### config.mk
export PLATFORM = sky130hd
export DESIGN_NAME = branch_predictor
export DESIGN_NICKNAME = d
export VERILOG_FILES = /design/src/rtl/bp_pkg.sv /design/src/rtl/bp_table.sv /design/src/rtl/branch_predictor.sv
export SDC_FILE = /design/constraint.sdc
export NUM_CORES = 2
export LEC_CHECK = 0
export BUFFER_PORTS_ARGS = -buffer_cell sky130_fd_sc_hd__buf_2
export CAP_MARGIN = 20
export CORE_MARGIN = 8
export CORE_UTILIZATION = 36
export CTS_BUF_LIST = sky130_fd_sc_hd__clkbuf_4 sky130_fd_sc_hd__clkbuf_8 sky130_fd_sc_hd__clkbuf_16
export CTS_CLUSTER_DIAMETER = 40
export CTS_CLUSTER_SIZE = 28
export DETAILED_ROUTE_END_ITERATION = 12
export SETUP_SLACK_MARGIN = 0.2
export SYNTH_ARGS = -nofsm -noshare
export SYNTH_HDL_FRONTEND = slang
export SYNTH_SLANG_ARGS = --single-unit
### constraint.sdc
create_clock -name clk -period 19.1 [get_ports clk]
set_clock_uncertainty 0.1 [all_clocks]
set_input_delay 3.82 -clock clk [delete_from_list [all_inputs] [get_ports clk]]
set_output_delay 3.82 -clock clk [all_outputs]
set_load 0.01 [all_outputs]
### src/rtl/bp_pkg.sv
// Shared types and helpers for the branch predictor.
// Counter encoding, BTB entry layout and saturating counter arithmetic.
// Optional build macro BP_GSHARE_EN (used by branch_predictor) does not affect this file.
package bp_pkg;

  // Widest tag the 30 word-address bits of a PC can supply; narrower tags
  // are zero-extended into this field.
  localparam int unsigned TAG_MAX = 30;

  typedef enum logic [1:0] {
    SNT = 2'b00,
    WNT = 2'b01,
    WT  = 2'b10,
    ST  = 2'b11
  } ctr_t;

  typedef struct packed {
    logic               valid;
    logic [TAG_MAX-1:0] tag;
    logic [31:0]        target;
    ctr_t               ctr;
  } bp_entry_t;

  // Counter value after reset, and the value a freshly allocated entry gets.
  localparam ctr_t CTR_RESET = WNT;
  localparam ctr_t CTR_ALLOC = WT;

  function automatic ctr_t sat_inc(input ctr_t c);
    case (c)
      SNT:     sat_inc = WNT;
      WNT:     sat_inc = WT;
      default: sat_inc = ST;
    endcase
  endfunction

  function automatic ctr_t sat_dec(input ctr_t c);
    case (c)
      ST:      sat_dec = WT;
      WT:      sat_dec = WNT;
      default: sat_dec = SNT;
    endcase
  endfunction

endpackage

### src/rtl/bp_table.sv
// Predictor entry array: two asynchronous read ports (Fetch lookup and
// Decode training read) and one synchronous write port. Reset clears every
// valid bit and returns every counter to CTR_RESET; tags and targets are
// left alone because they are meaningless while valid is low.
// Optional build macro BP_GSHARE_EN (used by branch_predictor) does not affect this file.
module bp_table
  import bp_pkg::*;
#(
  parameter int unsigned INDEX_BITS = 6,
  parameter int unsigned TAG_BITS   = 8
) (
  input  logic                  clk_i,
  input  logic                  reset_i,
  input  logic [INDEX_BITS-1:0] rd_idx_a_i,
  output bp_entry_t             rd_entry_a_o,
  input  logic [INDEX_BITS-1:0] rd_idx_b_i,
  output bp_entry_t             rd_entry_b_o,
  input  logic                  wr_en_i,
  input  logic [INDEX_BITS-1:0] wr_idx_i,
  input  bp_entry_t             wr_entry_i
);

  localparam int DEPTH = 1 << INDEX_BITS;

  logic                valid_q  [DEPTH];
  ctr_t                ctr_q    [DEPTH];
  logic [TAG_BITS-1:0] tag_q    [DEPTH];
  logic [31:0]         target_q [DEPTH];

  // Control state: valid bits and counters, cleared by reset.
  always_ff @(posedge clk_i) begin
    if (reset_i) begin
      for (int i = 0; i < DEPTH; i++) begin
        valid_q[i] <= 1'b0;
        ctr_q[i]   <= CTR_RESET;
      end
    end else if (wr_en_i) begin
      valid_q[wr_idx_i] <= wr_entry_i.valid;
      ctr_q[wr_idx_i]   <= wr_entry_i.ctr;
    end
  end

  // Payload state: tag and target, written only on training.
  always_ff @(posedge clk_i) begin
    if (wr_en_i) begin
      tag_q[wr_idx_i]    <= wr_entry_i.tag[TAG_BITS-1:0];
      target_q[wr_idx_i] <= wr_entry_i.target;
    end
  end

  // Fetch-side read port; returns the pre-write entry on a same-cycle write.
  always_comb begin
    rd_entry_a_o                   = '0;
    rd_entry_a_o.valid             = valid_q[rd_idx_a_i];
    rd_entry_a_o.tag[TAG_BITS-1:0] = tag_q[rd_idx_a_i];
    rd_entry_a_o.target            = target_q[rd_idx_a_i];
    rd_entry_a_o.ctr               = ctr_q[rd_idx_a_i];
  end

  // Decode-side read port used to form the training write.
  always_comb begin
    rd_entry_b_o                   = '0;
    rd_entry_b_o.valid             = valid_q[rd_idx_b_i];
    rd_entry_b_o.tag[TAG_BITS-1:0] = tag_q[rd_idx_b_i];
    rd_entry_b_o.target            = target_q[rd_idx_b_i];
    rd_entry_b_o.ctr               = ctr_q[rd_idx_b_i];
  end

  // Upper tag bits are always zero-extension and carry no information.
  logic unused_wr_tag;
  assign unused_wr_tag = ^wr_entry_i.tag[TAG_MAX-1:TAG_BITS];

endmodule

### src/rtl/branch_predictor.sv
// Dynamic branch predictor: BTB plus 2-bit saturating counters.
// Fetch looks up pcF combinationally; the prediction rides in a D-stage
// register, is scored against the resolved outcome in Decode, and the entry
// is trained once per branch when the D register is valid and not stalled.
// Optional build macro BP_GSHARE_EN: index = pc bits XOR a global history
// register of resolved branch outcomes; the fetch index is carried to Decode
// so training writes the same entry that was read.
module branch_predictor
  import bp_pkg::*;
#(
  parameter int unsigned INDEX_BITS = 6,
  parameter int unsigned TAG_BITS   = 8
) (
  input  logic        clk,
  input  logic        reset,
  input  logic [31:0] pcF,
  input  logic        stallD,
  input  logic        flushD,
  input  logic        branchD,
  input  logic        takenD,
  input  logic [31:0] targetD,
  input  logic [31:0] pcplus4D,
  output logic        predict_takenF,
  output logic [31:0] predict_pcF,
  output logic        predict_miss,
  output logic [31:0] correct_pcD
);

  localparam int unsigned TAG_LO  = INDEX_BITS + 2;
  localparam int unsigned TAG_HI  = INDEX_BITS + TAG_BITS + 1;
  localparam int unsigned TAG_PAD = TAG_MAX - TAG_BITS;

  logic [INDEX_BITS-1:0] idxF;
  logic [INDEX_BITS-1:0] idxD;
  logic [TAG_BITS-1:0]   tagF;
  logic [TAG_BITS-1:0]   tagD;
  bp_entry_t             entF;
  bp_entry_t             entD;
  bp_entry_t             wr_entry;
  logic                  wr_en;
  logic                  hitF;
  logic                  hitD;
  logic                  scoreD;

  logic                  vD_q;
  logic                  vD_d;
  logic                  predtakenD_q;
  logic [31:0]           predpcD_q;
  logic [31:0]           pcD_q;

`ifdef BP_GSHARE_EN
  logic [INDEX_BITS-1:0] ghr_q;
  logic [INDEX_BITS-1:0] ghr_d;
  logic [INDEX_BITS-1:0] idxD_q;
`endif

  bp_table #(
    .INDEX_BITS (INDEX_BITS),
    .TAG_BITS   (TAG_BITS)
  ) u_table (
    .clk_i        (clk),
    .reset_i      (reset),
    .rd_idx_a_i   (idxF),
    .rd_entry_a_o (entF),
    .rd_idx_b_i   (idxD),
    .rd_entry_b_o (entD),
    .wr_en_i      (wr_en),
    .wr_idx_i     (idxD),
    .wr_entry_i   (wr_entry)
  );

  // ---- Fetch stage: combinational lookup ----
  assign tagF = pcF[TAG_HI:TAG_LO];
`ifdef BP_GSHARE_EN
  assign idxF = pcF[INDEX_BITS+1:2] ^ ghr_q;
`else
  assign idxF = pcF[INDEX_BITS+1:2];
`endif

  assign hitF           = entF.valid && (entF.tag == {{TAG_PAD{1'b0}}, tagF});
  assign predict_takenF = hitF && (entF.ctr == WT || entF.ctr == ST);
  assign predict_pcF    = predict_takenF ? entF.target : (pcF + 32'd4);

  // ---- F/D boundary: prediction register ----
  // Valid bit next state: flush beats stall, stall holds, otherwise load.
  always_comb begin
    vD_d = 1'b1;
    if (flushD) begin
      vD_d = 1'b0;
    end else if (stallD) begin
      vD_d = vD_q;
    end
  end

  // Valid bit register; reset abandons whatever sits in Decode.
  always_ff @(posedge clk) begin
    if (reset) begin
      vD_q <= 1'b0;
    end else begin
      vD_q <= vD_d;
    end
  end

  // Prediction payload; its contents only matter while vD_q is set.
  always_ff @(posedge clk) begin
    if (!stallD) begin
      predtakenD_q <= predict_takenF;
      predpcD_q    <= predict_pcF;
      pcD_q        <= pcF;
`ifdef BP_GSHARE_EN
      idxD_q       <= idxF;
`endif
    end
  end

  // ---- Decode stage: scoring and training ----
  assign tagD = pcD_q[TAG_HI:TAG_LO];
`ifdef BP_GSHARE_EN
  assign idxD = idxD_q;
`else
  assign idxD = pcD_q[INDEX_BITS+1:2];
`endif

  assign scoreD = vD_q && !stallD;
  assign hitD   = entD.valid && (entD.tag == {{TAG_PAD{1'b0}}, tagD});

  // Misprediction detection and redirect PC; defaults to the fall-through.
  always_comb begin
    predict_miss = 1'b0;
    correct_pcD  = pcplus4D;
    if (scoreD) begin
      if (branchD) begin
        if (takenD && (!predtakenD_q || (predpcD_q != targetD))) begin
          predict_miss = 1'b1;
          correct_pcD  = targetD;
        end else if (!takenD && predtakenD_q) begin
          predict_miss = 1'b1;
        end
      end else if (predtakenD_q) begin
        predict_miss = 1'b1;
      end
    end
  end

  // Training write: read-modify-write of the Decode entry, one per branch.
  always_comb begin
    wr_en    = 1'b0;
    wr_entry = entD;
    if (scoreD && !reset) begin
      if (branchD) begin
        wr_en = 1'b1;
        if (takenD) begin
          wr_entry.valid  = 1'b1;
          wr_entry.tag    = {{TAG_PAD{1'b0}}, tagD};
          wr_entry.target = targetD;
          wr_entry.ctr    = hitD ? sat_inc(entD.ctr) : CTR_ALLOC;
        end else begin
          wr_entry.ctr    = sat_dec(entD.ctr);
        end
      end else if (predtakenD_q) begin
        wr_en          = 1'b1;
        wr_entry.valid = 1'b0;
      end
    end
  end

`ifdef BP_GSHARE_EN
  // Global history next state: shift in each resolved branch outcome.
  always_comb begin
    ghr_d = ghr_q;
    if (wr_en && branchD) begin
      ghr_d = {ghr_q[INDEX_BITS-2:0], takenD};
    end
  end

  // Global history register.
  always_ff @(posedge clk) begin
    if (reset) begin
      ghr_q <= '0;
    end else begin
      ghr_q <= ghr_d;
    end
  end

  // PC bits outside the tag are not needed once the index is carried along.
  logic unused_pcD;
  assign unused_pcD = ^{pcD_q[31:TAG_HI+1], pcD_q[TAG_LO-1:0]};
`else
  // PC bits outside index and tag play no part in training.
  logic unused_pcD;
  assign unused_pcD = ^{pcD_q[31:TAG_HI+1], pcD_q[1:0]};
`endif

endmodule
==> results.md <==
- Mean area per synthesized cell: about 21 sq um
- Yosys top cell area share: 0.7229
- Seq pwr share: 0.459
- Switching Fraction: 0.2307
- Routed length per instance: around 33 microns
- Reg2reg setup slack: about 12 ns
- Core Area: between 300000 and 400000 sq um
- Worst vdd rail ir drop: between 0.07 and 0.08 mV
- Overflow after GRT: 0
- CP arrival: approximately 9.8 ns
- Fin util: 0.4255
- Tot GR Track Use: 0.1988
- Post-Route Setup TNS: 0 ns
- Share of cells above drive strength 1: 0.3682
- Nets: 5910
- Register bit count reported by yosys: 2806
- Clk Tree Root Cell: clkbuf_16
- Crit. End Element: output port
- Mapped Area: 116300 sq um
- Clk buf depth: 4
- Worst Hold Path Cells: 2
- Pleak: a little under 0.05 uW
- Initial antenna violation count: 17
- Cells after Synth: between 5000 and 6000
- Die ar.: 341400 sq um
- Area Overhead vs Synth: 17.55%
- Number of H-tree levels: 5
- Predominant post-synthesis flop cell: edfxtp_1
- Hold WS: between 0.3 and 0.4 ns
- DP HPWL: 202.9 mm
- I/O Pins: 168
- Req. time, crit path: ~15 ns
- Synth Warn #: 0
- Port-buffer cells: roughly 170
- Max Cap Viol: 0
- Via count: 60590
- Power per cell area: around 110 nW/um^2
- WL final: between 300 and 400 mm
- Fin. Hold Viols: 0
- Power Internal: 11420 uW
- Clock Sinks: between 2000 and 3000
- RSZ-0062 raised after global routing: no
- Setup bufs post-CTS: 0
- Crit Path Max Fanout: approximately 130
- Hold_buf cts: 0
- Final setup fails: 0
- First-pass GRT wire length: between 400 and 500 mm
- Remaining DRCs: 0
- Num rows: between 200 and 250
- Critical path type: input port to output port
- DP Worst Slack: between 5 and 6 ns
- Pins Over Slew Limit: 0
- Worst slew pin tran: between 1 and 1.5 ns
- Leading post-synthesis cells by cell area: edfxtp_1, mux4_2, mux2i_1, clkbuf_1, nor2_1
- Hold path endpoint: vD_q$_SDFFE_PP0N_
- Upper clock frequency limit: around 0.073 GHz
- CTS tree: built
- Non-filler cells, final: approximately 10000
- Die Width: 584.3 microns
- Synth area leader: edfxtp_1
- Status: complete, no violations
- DIE HEIGHT: approximately 600 microns
- Register area share after synthesis: 0.7241
- Inst Count DP: slightly below 10000
- EDFF count, synth: roughly 2800
- Vias per inst: 5.795
- DRT iter0 DRCs: roughly 7700
- P_sw: 3425 uW
- Post-synth ARST share: 0
- Post-cts resize count: 0
- Syn nets: between 5000 and 6000
- CP Launch Type: input port
- GP Congestion: about 0.84
- Yosys cell types: 74
- Gate power share: 0.051
- Slew margin rel.: 0.1483
- Worst R2R End: u_table.ctr_q[13][1]$_SDFFCE_PN0P_
- Vias in the first global route: roughly 60000
- Most common cell after layout, fill and taps aside: edfxtp_1
- Worst hold path class: flip-flop to flip-flop
- Hold path startpoint: vD_q$_SDFFE_PP0N_
- Skew-Pair Late Insertion Delay: about 0.96 ns
- Worst reg-to-reg path cell count: 11
- Min cycle time layout: about 14 ns
- Clock buffer count from CTS: 377
- Clock-pin transition on the worst setup and hold timing paths: ~0.050 ns
- Clock Power Share: 0.490
- 1st-pass router iterations: 5
- Final worst setup slack: between 5 and 6 ns
- Final worst path period share: 0.7194
- Antenna Violating Nets Remaining: 0
- Initial Utilization: 0.3620
- Most frequent cells in the layout: edfxtp_1, mux4_2, clkbuf_16
- Largest net degree at the start of global routing: 129
power groups by stage:
stage | registers [uW] | logic (uW) | clock network (uW)
after floorplan | 6930 | 470 | 0
after global placement | 6940 | 744 | 0
after detailed placement | 6940 | 757 | 0
after CTS | 6820 | 758 | 7350
after global routing | 6810 | 791 | 7600
final | 6820 | 761 | 7270
state kept, by name (all words and copies together) (netlist names), named ones only:
name and cells:
predtakenD_q 1, u_table.tag_q 512, vD_q 1, u_table.target_q 2048
u_table.valid_q 64, pcD_q 14, u_table.ctr_q 128, predpcD_q 32
synthesized netlist by cell type (46+ instances only):
library cell,instances
clkbuf_1,186
buf_2,98
nand2_1,119
mux2i_1,149
mux4_2,961
edfxtp_1,2799
inv_1,46
and2_1,55
a21oi_1,55
nor3_1,81
nand3_1,97
mux2_2,52
nor2_1,179
a22oi_1,66
cell type report:
type	count	area [sq um]
diodes	17	42.54
clock buffers	410	9717
clock inverters	295	3472
fillers	27540	184500
inverters	47	185.2
multi-input cells	2224	30900
flip-flops and latches	2806	84200
well taps	4305	5386
repair buffers	351	2758
how the worst max path moves through the flow:
| stage | cells after the start | slack, ns | endpoint | start |
|---|---|---|---|---|
| 2_1_floorplan | 10 | 8.13 | predict_pcF[31] | pcF[2] |
| 3_3_place_gp | 13 | 5.44 | predict_pcF[7] | pcF[3] |
| 3_5_place_dp | 13 | 5.46 | predict_pcF[7] | pcF[3] |
| 4_1_cts | 13 | 5.45 | predict_pcF[7] | pcF[3] |
| 5_1_grt | 13 | 5.31 | predict_pcF[7] | pcF[3] |
| 6_report | 13 | 5.36 | predict_pcF[7] | pcF[3] |
kinds of logic (layout without fill, tap and decap cells):
group                      Yosys count  in the layout  synth area share
xor gates and xnor gates            82             82          0.006177
buffers and inverters              411           1103           0.01694
and+or+nand+nor                    712            712           0.03060
DFF                               2806           2806            0.7241
AOI/OAI and AO/OA                  235            235           0.01389
adders and majority gates            1              1         0.0001076
other                                0             17                 0
muxes                             1194           1194            0.2082
per-stage QoR:
step / power, uW / instance area (sq um)
after global placement: 7687 / 122800
after detailed placement: 7699 / 122900
after CTS: 14930 / 136100
after global routing: 15200 / 136700
final: 14840 / 136700
after floorplan: 7403 / 116300
routing by layer:
metal / routed length, microns / vias to the layer above / GRT usage
met5: 41 / - / 0
met4: 15940 / 6 / 0.07890
met3: 29360 / 591 / 0.03818
met2: 171900 / 3196 / 0.3307
met1: 131600 / 32920 / 0.2586
li1: - / 23880 / -
worst max-delay path, cell delays in order:
cell and delay (ns):
buf_8 0.42, buf_12 0.53, buf_12 0.54, mux4_2 0.39, mux4_2 0.28, a21oi_1 0.09
o22ai_1 0.38, a21bo_2 0.27, or4_4 0.44, nor4_4 0.30, buf_4 0.79, mux2i_1 0.47
buf_2 0.22
Note: power is estimated with default switching activity, not from simulation.
